--- config.mk ---
export PLATFORM = sky130hd
export DESIGN_NAME = if_fetch_unit
export DESIGN_NICKNAME = d
export VERILOG_FILES = /design/src/rtl/riscv_pkg.sv /design/src/rtl/sync_fifo.sv /design/src/rtl/if_fetch_unit.sv
export SDC_FILE = /design/constraint.sdc
export NUM_CORES = 1
export LEC_CHECK = 0
export ABC_AREA = 1
export BUFFER_PORTS_ARGS = -buffer_cell sky130_fd_sc_hd__buf_4
export CAP_MARGIN = 20
export CORE_ASPECT_RATIO = 0.9
export CORE_MARGIN = 2
export CORE_UTILIZATION = 54
export CTS_CLUSTER_SIZE = 28
export DETAILED_ROUTE_END_ITERATION = 16
export PLACE_DENSITY = 0.76
export SLEW_MARGIN = 20
export SYNTH_ARGS = -nofsm -noshare
export SYNTH_HDL_FRONTEND = slang
export SYNTH_SLANG_ARGS = --single-unit
export TNS_END_PERCENT = 100
--- constraint.sdc ---
create_clock -name clk -period 4 [get_ports clk]
set_input_delay 1.2 -clock clk [delete_from_list [all_inputs] [get_ports clk]]
set_output_delay 1.2 -clock clk [all_outputs]
set_load 0.02 [all_outputs]
--- src/rtl/riscv_pkg.sv ---
// Shared fetch-path types and constants.
package riscv_pkg;

    localparam int unsigned XLEN = 32;

    // addi x0, x0, 0 -- bubble presented to IF/ID when nothing is fetched
    localparam logic [XLEN-1:0] NOP_INSTR = 32'h0000_0013;

    // Instruction paired with the PC it was fetched from
    typedef struct packed {
        logic [XLEN-1:0] pc;
        logic [XLEN-1:0] instr;
    } fetch_entry_t;

endpackage

--- src/rtl/sync_fifo.sv ---
// Small synchronous FIFO with flush; head is visible combinationally on rdata.
module sync_fifo #(
    parameter int unsigned WIDTH = 32,
    parameter int unsigned DEPTH = 2
) (
    input  logic                     clk,
    input  logic                     rst_n,
    input  logic                     push,
    input  logic                     pop,
    input  logic                     flush,
    input  logic [WIDTH-1:0]         wdata,
    output logic [WIDTH-1:0]         rdata,
    output logic                     full,
    output logic                     empty,
    output logic [$clog2(DEPTH):0]   count
);

    localparam int unsigned PW = $clog2(DEPTH);

    logic [WIDTH-1:0] mem_q [DEPTH];
    logic [WIDTH-1:0] mem_d [DEPTH];
    logic [PW-1:0]    wr_ptr_q, wr_ptr_d;
    logic [PW-1:0]    rd_ptr_q, rd_ptr_d;
    logic [PW:0]      count_q, count_d;
    logic             do_push, do_pop;

    assign empty = (count_q == '0);
    assign full  = (count_q == (PW+1)'(DEPTH));
    assign count = count_q;
    assign rdata = mem_q[rd_ptr_q];

    // Next-state: flush wins; a pop frees the slot a same-cycle push uses when full
    always_comb begin
        mem_d    = mem_q;
        wr_ptr_d = wr_ptr_q;
        rd_ptr_d = rd_ptr_q;
        count_d  = count_q;
        do_pop   = pop && !empty;
        do_push  = push && (!full || do_pop);
        if (flush) begin
            wr_ptr_d = '0;
            rd_ptr_d = '0;
            count_d  = '0;
        end else begin
            if (do_push) begin
                mem_d[wr_ptr_q] = wdata;
                wr_ptr_d        = wr_ptr_q + PW'(1);
            end
            if (do_pop) begin
                rd_ptr_d = rd_ptr_q + PW'(1);
            end
            count_d = count_q + (PW+1)'(do_push) - (PW+1)'(do_pop);
        end
    end

    // State registers
    always_ff @(posedge clk or negedge rst_n) begin
        if (!rst_n) begin
            mem_q    <= '{default: '0};
            wr_ptr_q <= '0;
            rd_ptr_q <= '0;
            count_q  <= '0;
        end else begin
            mem_q    <= mem_d;
            wr_ptr_q <= wr_ptr_d;
            rd_ptr_q <= rd_ptr_d;
            count_q  <= count_d;
        end
    end

endmodule

--- src/rtl/if_fetch_unit.sv ---
// Instruction fetch: owns the fetch PC, issues credit-limited memory requests,
// buffers in-order responses with their PCs and drops responses made stale by a redirect.
module if_fetch_unit
    import riscv_pkg::*;
#(
    parameter logic [XLEN-1:0] RESET_PC = 32'h0000_0000,
    parameter int unsigned     DEPTH    = 2
) (
    input  logic            clk,
    input  logic            reset,
    input  logic            stall,
    input  logic            flush,
    input  logic [XLEN-1:0] branch_target,
    output logic            imem_req,
    output logic [XLEN-1:0] imem_addr,
    input  logic            imem_gnt,
    input  logic            imem_rvalid,
    input  logic [XLEN-1:0] imem_rdata,
    output logic [XLEN-1:0] instr_out,
    output logic [XLEN-1:0] PC_out,
    output logic            instr_valid
);

    localparam int unsigned CW = $clog2(DEPTH) + 1;
    localparam int unsigned EW = $bits(fetch_entry_t);

    logic [XLEN-1:0] fetch_pc_q, fetch_pc_d;
    logic [CW-1:0]   outstanding_q, outstanding_d;
    logic [CW-1:0]   discard_q, discard_d;

    logic            issue;
    logic            keep_rsp;
    logic            credit_ok;

    logic [XLEN-1:0] pcq_head;
    logic            pcq_empty;
    logic            pcq_full_unused;
    logic [CW-1:0]   pcq_count_unused;

    fetch_entry_t    push_entry;
    fetch_entry_t    head_entry;
    logic [EW-1:0]   ififo_rdata;
    logic            ififo_empty;
    logic            ififo_full_unused;
    logic [CW-1:0]   ififo_count;
    logic            ififo_pop;

    logic [1:0]      bt_lsb_unused;
    assign bt_lsb_unused = branch_target[1:0];

    // Request only when every possible response already has a FIFO slot reserved
    assign credit_ok = ({1'b0, outstanding_q} + {1'b0, ififo_count}) < (CW+1)'(DEPTH);
    assign imem_req  = reset && !flush && credit_ok;
    assign imem_addr = fetch_pc_q;
    assign issue     = imem_req && imem_gnt;
    assign keep_rsp  = imem_rvalid && !flush && (discard_q == '0);

    // PC of each live outstanding request, in issue order
    sync_fifo #(
        .WIDTH (XLEN),
        .DEPTH (DEPTH)
    ) u_pc_queue (
        .clk   (clk),
        .rst_n (reset),
        .push  (issue),
        .pop   (keep_rsp),
        .flush (flush),
        .wdata (fetch_pc_q),
        .rdata (pcq_head),
        .full  (pcq_full_unused),
        .empty (pcq_empty),
        .count (pcq_count_unused)
    );

    assign push_entry = '{pc: pcq_head, instr: imem_rdata};

    // Returned instructions waiting for IF/ID
    sync_fifo #(
        .WIDTH (EW),
        .DEPTH (DEPTH)
    ) u_instr_fifo (
        .clk   (clk),
        .rst_n (reset),
        .push  (keep_rsp),
        .pop   (ififo_pop),
        .flush (flush),
        .wdata (push_entry),
        .rdata (ififo_rdata),
        .full  (ififo_full_unused),
        .empty (ififo_empty),
        .count (ififo_count)
    );

    assign head_entry  = fetch_entry_t'(ififo_rdata);
    assign instr_valid = !ififo_empty;
    assign instr_out   = instr_valid ? head_entry.instr : NOP_INSTR;
    assign PC_out      = instr_valid ? head_entry.pc : '0;
    assign ififo_pop   = instr_valid && !stall && !flush;

    // Next fetch PC, in-flight count and pending-discard count
    always_comb begin
        fetch_pc_d    = fetch_pc_q;
        outstanding_d = outstanding_q + CW'(issue) - CW'(imem_rvalid);
        discard_d     = discard_q;
        if (flush) begin
            fetch_pc_d = {branch_target[XLEN-1:2], 2'b00};
            discard_d  = outstanding_q - CW'(imem_rvalid);
        end else begin
            if (issue) begin
                fetch_pc_d = fetch_pc_q + XLEN'(4);
            end
            if (imem_rvalid && (discard_q != '0)) begin
                discard_d = discard_q - CW'(1);
            end
        end
    end

    // State registers
    always_ff @(posedge clk or negedge reset) begin
        if (!reset) begin
            fetch_pc_q    <= RESET_PC;
            outstanding_q <= '0;
            discard_q     <= '0;
        end else begin
            fetch_pc_q    <= fetch_pc_d;
            outstanding_q <= outstanding_d;
            discard_q     <= discard_d;
        end
    end

    // A response with nothing in flight means the memory side lost sync with us
    rsp_has_request: assert property (@(posedge clk) disable iff (!reset)
        !(imem_rvalid && (outstanding_q == '0)));

    // A kept response always has the PC of its request queued
    rsp_has_pc: assert property (@(posedge clk) disable iff (!reset)
        !(keep_rsp && pcq_empty));

endmodule

# Yosys cells after proc, flatten, opt, wreduce, memory -nomap -nowiden
# Index checks and enable logic that the tools add are counted.
[word_totals] register_bits=236 in_bits=70 elab_cells=103
[op_classes] n_bitwise=5 eq_ne=2 mux=28 reduce_logical=34 n_addsub=14 magnitude_cmp=7
[ops] operator="$mux W32" count=8
[ops] operator="$mux W64" count=4
[ops] operator="$bwmux W128" count=1
[ops] operator="$bwmux W64" count=1
[ops] operator="$demux W64 S1" count=1
[ops] operator="$add A32 B3 Y32 const B" count=1
[ops] operator="$demux W32 S1" count=1
[ops] operator="$logic_and A1 B1 Y1" count=14
[ops] operator="$reduce_bool A2 Y1" count=7
[ops] operator="$ge A2 B2 Y1 const B" count=4
[ops] operator="$mux W1" count=8
[ops] operator="$mux W2" count=4
[ops] operator="$not A1 Y2" count=4
[ops] operator="$sub A2 B1 Y2" count=4
[ops] operator="$add A2 B1 Y2" count=3
[ops] operator="$logic_not A1 Y1" count=6
[ops] operator="$logic_not A2 Y1" count=3
[ops] operator="$add A1 B1 Y1 const B" count=4
[ops] operator="$eq A2 B2 Y1 const B" count=2
[ops] operator="$lt A2 B1 Y1 const B" count=2
[ops] operator="$reduce_and A2 Y1" count=2
[ops] operator="$add A2 B2 Y3" count=1
[ops] operator="$lt A3 B2 Y1 const B" count=1
[ops] operator="$logic_or A1 B1 Y1" count=2
[ops] operator="2 further kinds" count=2

# Logic depth before layout (Yosys ltp)
# Gate-level depths: netlist of the first run.
[depth] ltp_word=10 ltp_mapped=12

# By module
# Synthesis of the first run repeated with hierarchy kept, for this count alone.
[unflattened] hier_cells=1749 hier_area_um2=13093.8
[modules_own_cells] module="sync_fifo at u_instr_fifo" n_inst=1 cells_per_inst=811 area_per_inst_um2=6675.2
[modules_own_cells] module="sync_fifo at u_pc_queue" n_inst=1 cells_per_inst=422 area_per_inst_um2=3367.0
[modules_own_cells] module="if_fetch_unit" n_inst=1 cells_per_inst=516 area_per_inst_um2=3051.7

# Worst setup path after synthesis of the first run
# OpenSTA, ideal clock, no wires.
[synth_timing] path_kind="input-to-output" from="input port flush" to="output port imem_req" n_path_buf=0 required_ns=2.800 path_slack_ns=1.230 t_arrival_ns=1.570 stages=3 path_cell_list="nor2_2 nand3_1 inv_1"
[synth_between] elab_chain_len=3
[synth_rtl] item="from (decl)" line_no="if_fetch_unit.sv:12" source="input logic flush,"
[synth_rtl] item="$logic_not A1 Y1" line_no="if_fetch_unit.sv:53" source="assign imem_req = reset && !flush && credit_ok;"
[synth_rtl] item="$logic_and A1 B1 Y1 (2 in a row)" line_no="if_fetch_unit.sv:53"
[synth_rtl] item="to (decl)" line_no="if_fetch_unit.sv:14" source="output logic imem_req,"
# Every way passes these cells.

# Worst setup path in the final report of the first run
[layout_timing] from="register u_instr_fifo.count_q[1] (netlist: u_instr_fifo.count[1])" to="output port PC_out[11]"
[layout_between] elab_chain_len=2
[layout_rtl] item="from (decl)" line_no="sync_fifo.sv:24" source="logic [PW:0] count_q, count_d;"
[layout_rtl] item="from (signal assigned)" line_no="sync_fifo.sv:67" source="count_q <= count_d;"
[layout_rtl] item="$logic_not A2 Y1" line_no="sync_fifo.sv:27" source="assign empty = (count_q == '0);"
[layout_rtl] item="$mux W32" line_no="if_fetch_unit.sv:97" source="assign PC_out = instr_valid ? head_entry.pc : '0;"
[layout_rtl] item="to (decl)" line_no="if_fetch_unit.sv:20" source="output logic [XLEN-1:0] PC_out,"
# Every way passes these cells.

==> results of run 1 <==
-- layout make-up --
cell class	count	share of cell area, %
flip-flops and latches	226	43.59
multi-input cells	904	33.02
repair buffers	176	10.92
clock buffers	34	5.390
inverters	112	3.269
well taps	255	2.459
clock inverters	10	1.350
-- power breakdown --
group          switching [W]  internal, W  total (W)
logic                0.00154      0.00100    0.00254
registers           0.000551      0.00323    0.00378
clock network       0.000888      0.00154    0.00243
-- cell usage in the layout, fill, tap and decap left out, drive strengths merged, types with 5 or more instances in the layout --
cell type,netlist,routed
nand2,455,455
dfrtp,226,226
o21ai,213,213
buf,41,176
inv,110,110
a21oi,63,63
nand3,55,55
nor2,49,49
clkbuf,33,34
mux2i,30,30
ha,9,9
clkinv,2,7
xor2,6,6
o211ai,6,6
xnor2,5,5
bufinv,0,5
-- final timing paths --
path / start / endpoint / slack, ns / cells after the start
setup / recovery: u_instr_fifo.count[1]$_DFF_PN0_ / PC_out[11] / 0.63 / 6
hold / removal: u_instr_fifo.mem_q[127]$_DFFE_PN0P_ / u_instr_fifo.mem_q[127]$_DFFE_PN0P_ / 0.48 / 2
setup reg to reg: outstanding_q[0]$_DFF_PN0_ / u_pc_queue.mem_q[29]$_DFFE_PN0P_ / 1.54 / 12
hold reg to reg: u_instr_fifo.mem_q[127]$_DFFE_PN0P_ / u_instr_fifo.mem_q[127]$_DFFE_PN0P_ / 0.48 / 2
max in group asynchronous: reset / u_instr_fifo.mem_q[71]$_DFFE_PN0P_ / 2.42 / 2
min in group asynchronous: reset / outstanding_q[1]$_DFF_PN0_ / 0.51 / 1
-- flip-flops by register name (all words and copies together) (netlist names) --
signal                 cells
u_pc_queue.count           2
u_pc_queue.wr_ptr_q        1
outstanding_q              2
u_instr_fifo.rd_ptr_q      1
u_instr_fifo.count         2
u_instr_fifo.wr_ptr_q      1
discard_q                  2
u_instr_fifo.mem_q       124
imem_addr                 30
u_pc_queue.mem_q          60
u_pc_queue.rd_ptr_q        1
-- layer usage --
| metal | share of wire, % | track usage [%] | vias to the layer above |
|---|---|---|---|
| li1 | - | - | 4486 |
| met1 | 48 | 38.08 | 4289 |
| met2 | 44 | 36.54 | 301 |
| met3 | 6.1 | 3.260 | 33 |
| met4 | 1.7 | 5.166 | 0 |
| met5 | 0 | 0 | - |
-- kinds of logic (layout without fill, tap and decap cells) --
logic type	after synthesis	count (layout)	share of synthesized area, %
simple gates	566	566	21.22
compound gates	283	283	13.49
flops	226	226	52.46
buf+inv	186	332	7.892
mux	30	30	2.786
xor+xnor	11	11	0.8937
fa+ha+maj	10	10	1.230
other cells	1	4	0.03479
-- per-stage QoR --
stage / setup WS, ns / cell area (sq um)
global placement: 0.8201 / 12100
floorplan: 1.230 / 10790
detailed placement: 0.8075 / 12100
global route: 0.5507 / 12980
finish: 0.6344 / 12980
CTS: 0.5937 / 12980
-- critical path, stage by stage, from the launching register on --
cell     delay, ns
dfrtp_1       0.46
inv_1         0.14
nand2_4       0.12
inv_2         0.37
buf_12        0.28
a21oi_1       0.10
buf_4         0.17
==> impl_metrics.tcl, run 1 <==
set metrics [dict create \
    status "finished clean" \
    grt_use_total_pct 24.30 \
    ys_ff_latch 226 \
    ctsResizeCount 0 \
    gp_congestion 0.9238 \
    io_pins 168 \
    wl_per_cell_um 15.01 \
    hold-worst-slack_ns 0.4843 \
    synth_warnings 0 \
    worstSetupStartpointType "flip-flop" \
    regArea_sq_um 5657 \
    finalCritPeriodShare_pct 84.14 \
    die_h_um 138.0 \
    cap_viol_max_count 0 \
    synth_cells 1313 \
    synth.area.top_cells "dfrtp_1 52%, nand2_1 16%, o21ai_1 7.7%, inv_1 3.7%, a21oi_1 2.9%" \
    rsz0062_at_grt "false" \
    grt_pass1_vias 8625 \
    power_w 0.008753 \
    path_class "flip-flop to output pin" \
    yosysUniqueCellTypes 36 \
    cts_setup_buffers 0 \
    cts_buffer_depth 3 \
    first_pass_iters 5 \
    synth.most_common_cell "nand2_1" \
    yosys-top-cells-count "447 x nand2_1, 226 x dfrtp_1, 165 x o21ai_1" \
    clk_latency_ns 0.51 \
    antenna_cells 0 \
    io_buffers 161 \
    skew_ns 0.01211 \
    cp.arrival_ns 2.17 \
    initial_core_util_pct 54.44 \
    power.density_nw_per_um2 674.5 \
    cts_tree "built" \
    vdd_drop_max_mv 0.3498 \
    synth_area_sq_um 10780 \
    htree_levels 1 \
    clk_pin_slew_ns 0.06 \
    hold_class "flip-flop to flip-flop" \
    hold_buffers 0 \
    layout_min_cycle_time_ns 3.366 \
    hold_viol 0 \
    worstSetupEndpointType "output pin" \
    fmaxAchievable_mhz 297.1 \
    place_hpwl_mm 16.97 \
    grt_overflow 0 \
    viasPerCell 5.305 \
    drt_wl_total_mm 25.77 \
    ant_nets 0 \
    cts_sinks 226 \
    drtIter0Drc 763 \
    cts_made_buffers 24 \
    setup_viol_count_final 0 \
    fillers 1649 \
    drive_above_1_share_pct 16.55 \
    synth.largest_area_cell "dfrtp_1" \
    multi_input_area_sq_um 4285 \
    critPathRequiredTime_ns 2.80 \
    tightest_slew_ns 0.9033 \
    finalSetupTns_ns 0 \
    grt_start_max_net_pins 150 \
    coreArea_sq_um 19800 \
    synthFlopType "dfrtp_1" \
    grt_pass1_wl_mm 42.97 \
    synth-async-reset-ratio_pct 100.0 \
    area_growth_pct 20.37 \
    max_slew_margin_pct 39.78 \
    final_core_util_pct 65.53 \
    root_buffer "clkbuf_16" \
    synth_top_area_share_pct 52.46 \
    rows 49 \
    p_leak_nw 6.284 \
    syn_avg_cell_area_sq_um 8.210 \
    synth-edff-count 0 \
    synth_seq_area_share_pct 52.46 \
    die_w_um 152.9 \
    antenna_found_initial 0 \
    crit_path_max_fanout 38 \
    drc 0 \
    fin_nets 1524 \
    drv_slew 0 \
    finalNonFillerCells 1717 \
    place_inst 1673 \
    die-area_sq_um 21110 \
    num_vias 9109 \
]
(Power assumes the default switching activity.)
==> inputs of run 2 (changes only) <==
==> constraint.sdc (replaced) <==
create_clock -name clk -period 3.5 [get_ports clk]
set_input_delay 1.05 -clock clk [delete_from_list [all_inputs] [get_ports clk]]
set_output_delay 1.05 -clock clk [all_outputs]
set_load 0.02 [all_outputs]
==> impl_metrics.tcl, run 2 (same netlist as run 1, synthesis figures left out) <==
set metrics [dict create \
    drv_slew 0 \
    cpPeakStageDelay_ns 0.40 \
    viasPerCell 5.321 \
    drc 0 \
    clk_latency_ns 0.52 \
    cts_setup_buffers 0 \
    ctsResizeCount 0 \
    cp.arrival_ns 2.08 \
    crit_start "u_instr_fifo.rd_ptr_q$_DFFE_PN0P_" \
    die-area_sq_um 21110 \
    layout_min_cycle_time_ns 3.134 \
    finalSetupTns_ns 0 \
    crit_path_top_delay_cell "dfrtp_2" \
    fin_nets 1530 \
    setup_viol_count_final 0 \
    gp_congestion 0.9080 \
    path_class "flip-flop to output pin" \
    holdPathStages 2 \
    area_growth_pct 20.44 \
    largest_register "u_instr_fifo.mem_q" \
    cts_tree "built" \
    path_cells "inv_2, buf_4, nand2_1, a21oi_1, buf_4" \
    io_buffers 161 \
    critPathRequiredTime_ns 2.45 \
    grt_use_total_pct 23.97 \
    final_cell_mix "447 x nand2_1, 225 x dfrtp_1, 171 x buf_4, 165 x o21ai_1, 105 x inv_1" \
    grt_overflow 0 \
    cp_top_family "buffers and inverters" \
    drt_wl_total_mm 25.77 \
    drtIter0Drc 783 \
    r2r-end "imem_addr[13]$_DFFE_PN0P_" \
    rrSetupSlack_ns 1.20 \
    finalCritPeriodShare_pct 89.55 \
    rsz0062_at_grt "false" \
    skew_ns 0.01096 \
    hold_end "u_instr_fifo.mem_q[125]$_DFFE_PN0P_" \
    grt_pass1_vias 8434 \
    crit_top_cell "buf_4" \
    antenna_found_initial 0 \
    root_buffer "clkbuf_16" \
    htree_levels 1 \
    largest_reg_flops 124 \
    rows 49 \
    power_w 0.009841 \
    final_common_cell "nand2_1" \
    hp-start "u_instr_fifo.mem_q[125]$_DFFE_PN0P_" \
    vdd_drop_max_mv 0.4187 \
    hold_buffers 0 \
    crit_path_max_fanout 28 \
    worstSetupEndpointType "output pin" \
    r2r-start "outstanding_q[0]$_DFF_PN0_" \
    hold_viol 0 \
    initial_core_util_pct 54.44 \
    drive_above_1_share_pct 16.77 \
    place_hpwl_mm 16.97 \
    wl_per_cell_um 14.96 \
    power.density_nw_per_um2 757.9 \
    max_slew_margin_pct 48.16 \
    cts_buffer_depth 3 \
    num_vias 9163 \
    status "finished clean" \
    die_w_um 152.9 \
    cts_made_buffers 25 \
    grt_pass1_wl_mm 42.19 \
    fmaxAchievable_mhz 319.1 \
    first_pass_iters 5 \
    ff2ff_path_depth 9 \
    tightest_slew_ns 0.7775 \
    worstSetupStartpointType "flip-flop" \
    cts_sinks 226 \
    cap_viol_max_count 0 \
    coreArea_sq_um 19800 \
    hold_class "flip-flop to flip-flop" \
    clk_pin_slew_ns 0.06 \
    io_pins 168 \
    p_leak_nw 6.292 \
    grt_start_max_net_pins 122 \
    ant_nets 0 \
    antenna_cells 0 \
    die_h_um 138.0 \
    path_buf_inv 3 \
]
-- run 2: cell types whose count changed in the layout (fill, tap and decap cells not counted), sizes merged --
cell    delta
clkinv     -1
clkbuf     +3
inv        +1
bufinv     -3
buf        +5
-- run 2: area by class of cell --
class	count	area [sq um]
multi-input cells	904	4285
well taps	255	319.1
inverters	112	424.2
repair buffers	181	1479
clock buffers	37	730.7
clock inverters	7	88.84
fillers	1694	6819
flip-flops and latches	226	5657
-- run 2: stage by stage --
step	std cells	setup WS [ns]	hold WS, ns	instance area, sq um	utilization (%)
after floorplan	1316	1.030	0.4534	10790	-
after global placement	1678	0.6129	0.4650	12160	61.43
after detailed placement	1678	0.6086	0.4681	12160	61.43
after CTS	1722	0.3027	0.4829	12980	65.57
after global routing	1722	0.2609	0.5041	12980	65.57
final	1722	0.3658	0.4816	12980	65.57
-- run 2: worst min-delay path: stages (launching register included) --
cell	delay [ns]
dfrtp_1	0.34
nand2_1	0.06
o21ai_2	0.05
-- run 2: how the worst max path moves through the flow --
| stage | to | slack (ns) | cells after the start |
|---|---|---|---|
| floorplan | imem_req | 1.03 | 3 |
| global route | PC_out[13] | 0.26 | 5 |
| CTS | PC_out[13] | 0.30 | 5 |
| global placement | imem_req | 0.61 | 5 |
| detailed placement | imem_req | 0.61 | 5 |
| finish | PC_out[13] | 0.37 | 5 |
-- run 2: routing by layer --
layer	vias up	track usage, %	share of wire [%]
met5	-	0	0
met4	0	5.361	1.9
met3	39	3.072	7.1
met2	322	35.66	44
met1	4302	37.87	47
li1	4500	-	-
-- run 2: report_power, final --
group	internal (W)	switching, W	total [W]
clock network	0.00158	0.00102	0.00261
registers	0.00369	0.000621	0.00431
logic	0.00116	0.00176	0.00292
total	0.00644	0.00340	0.00984
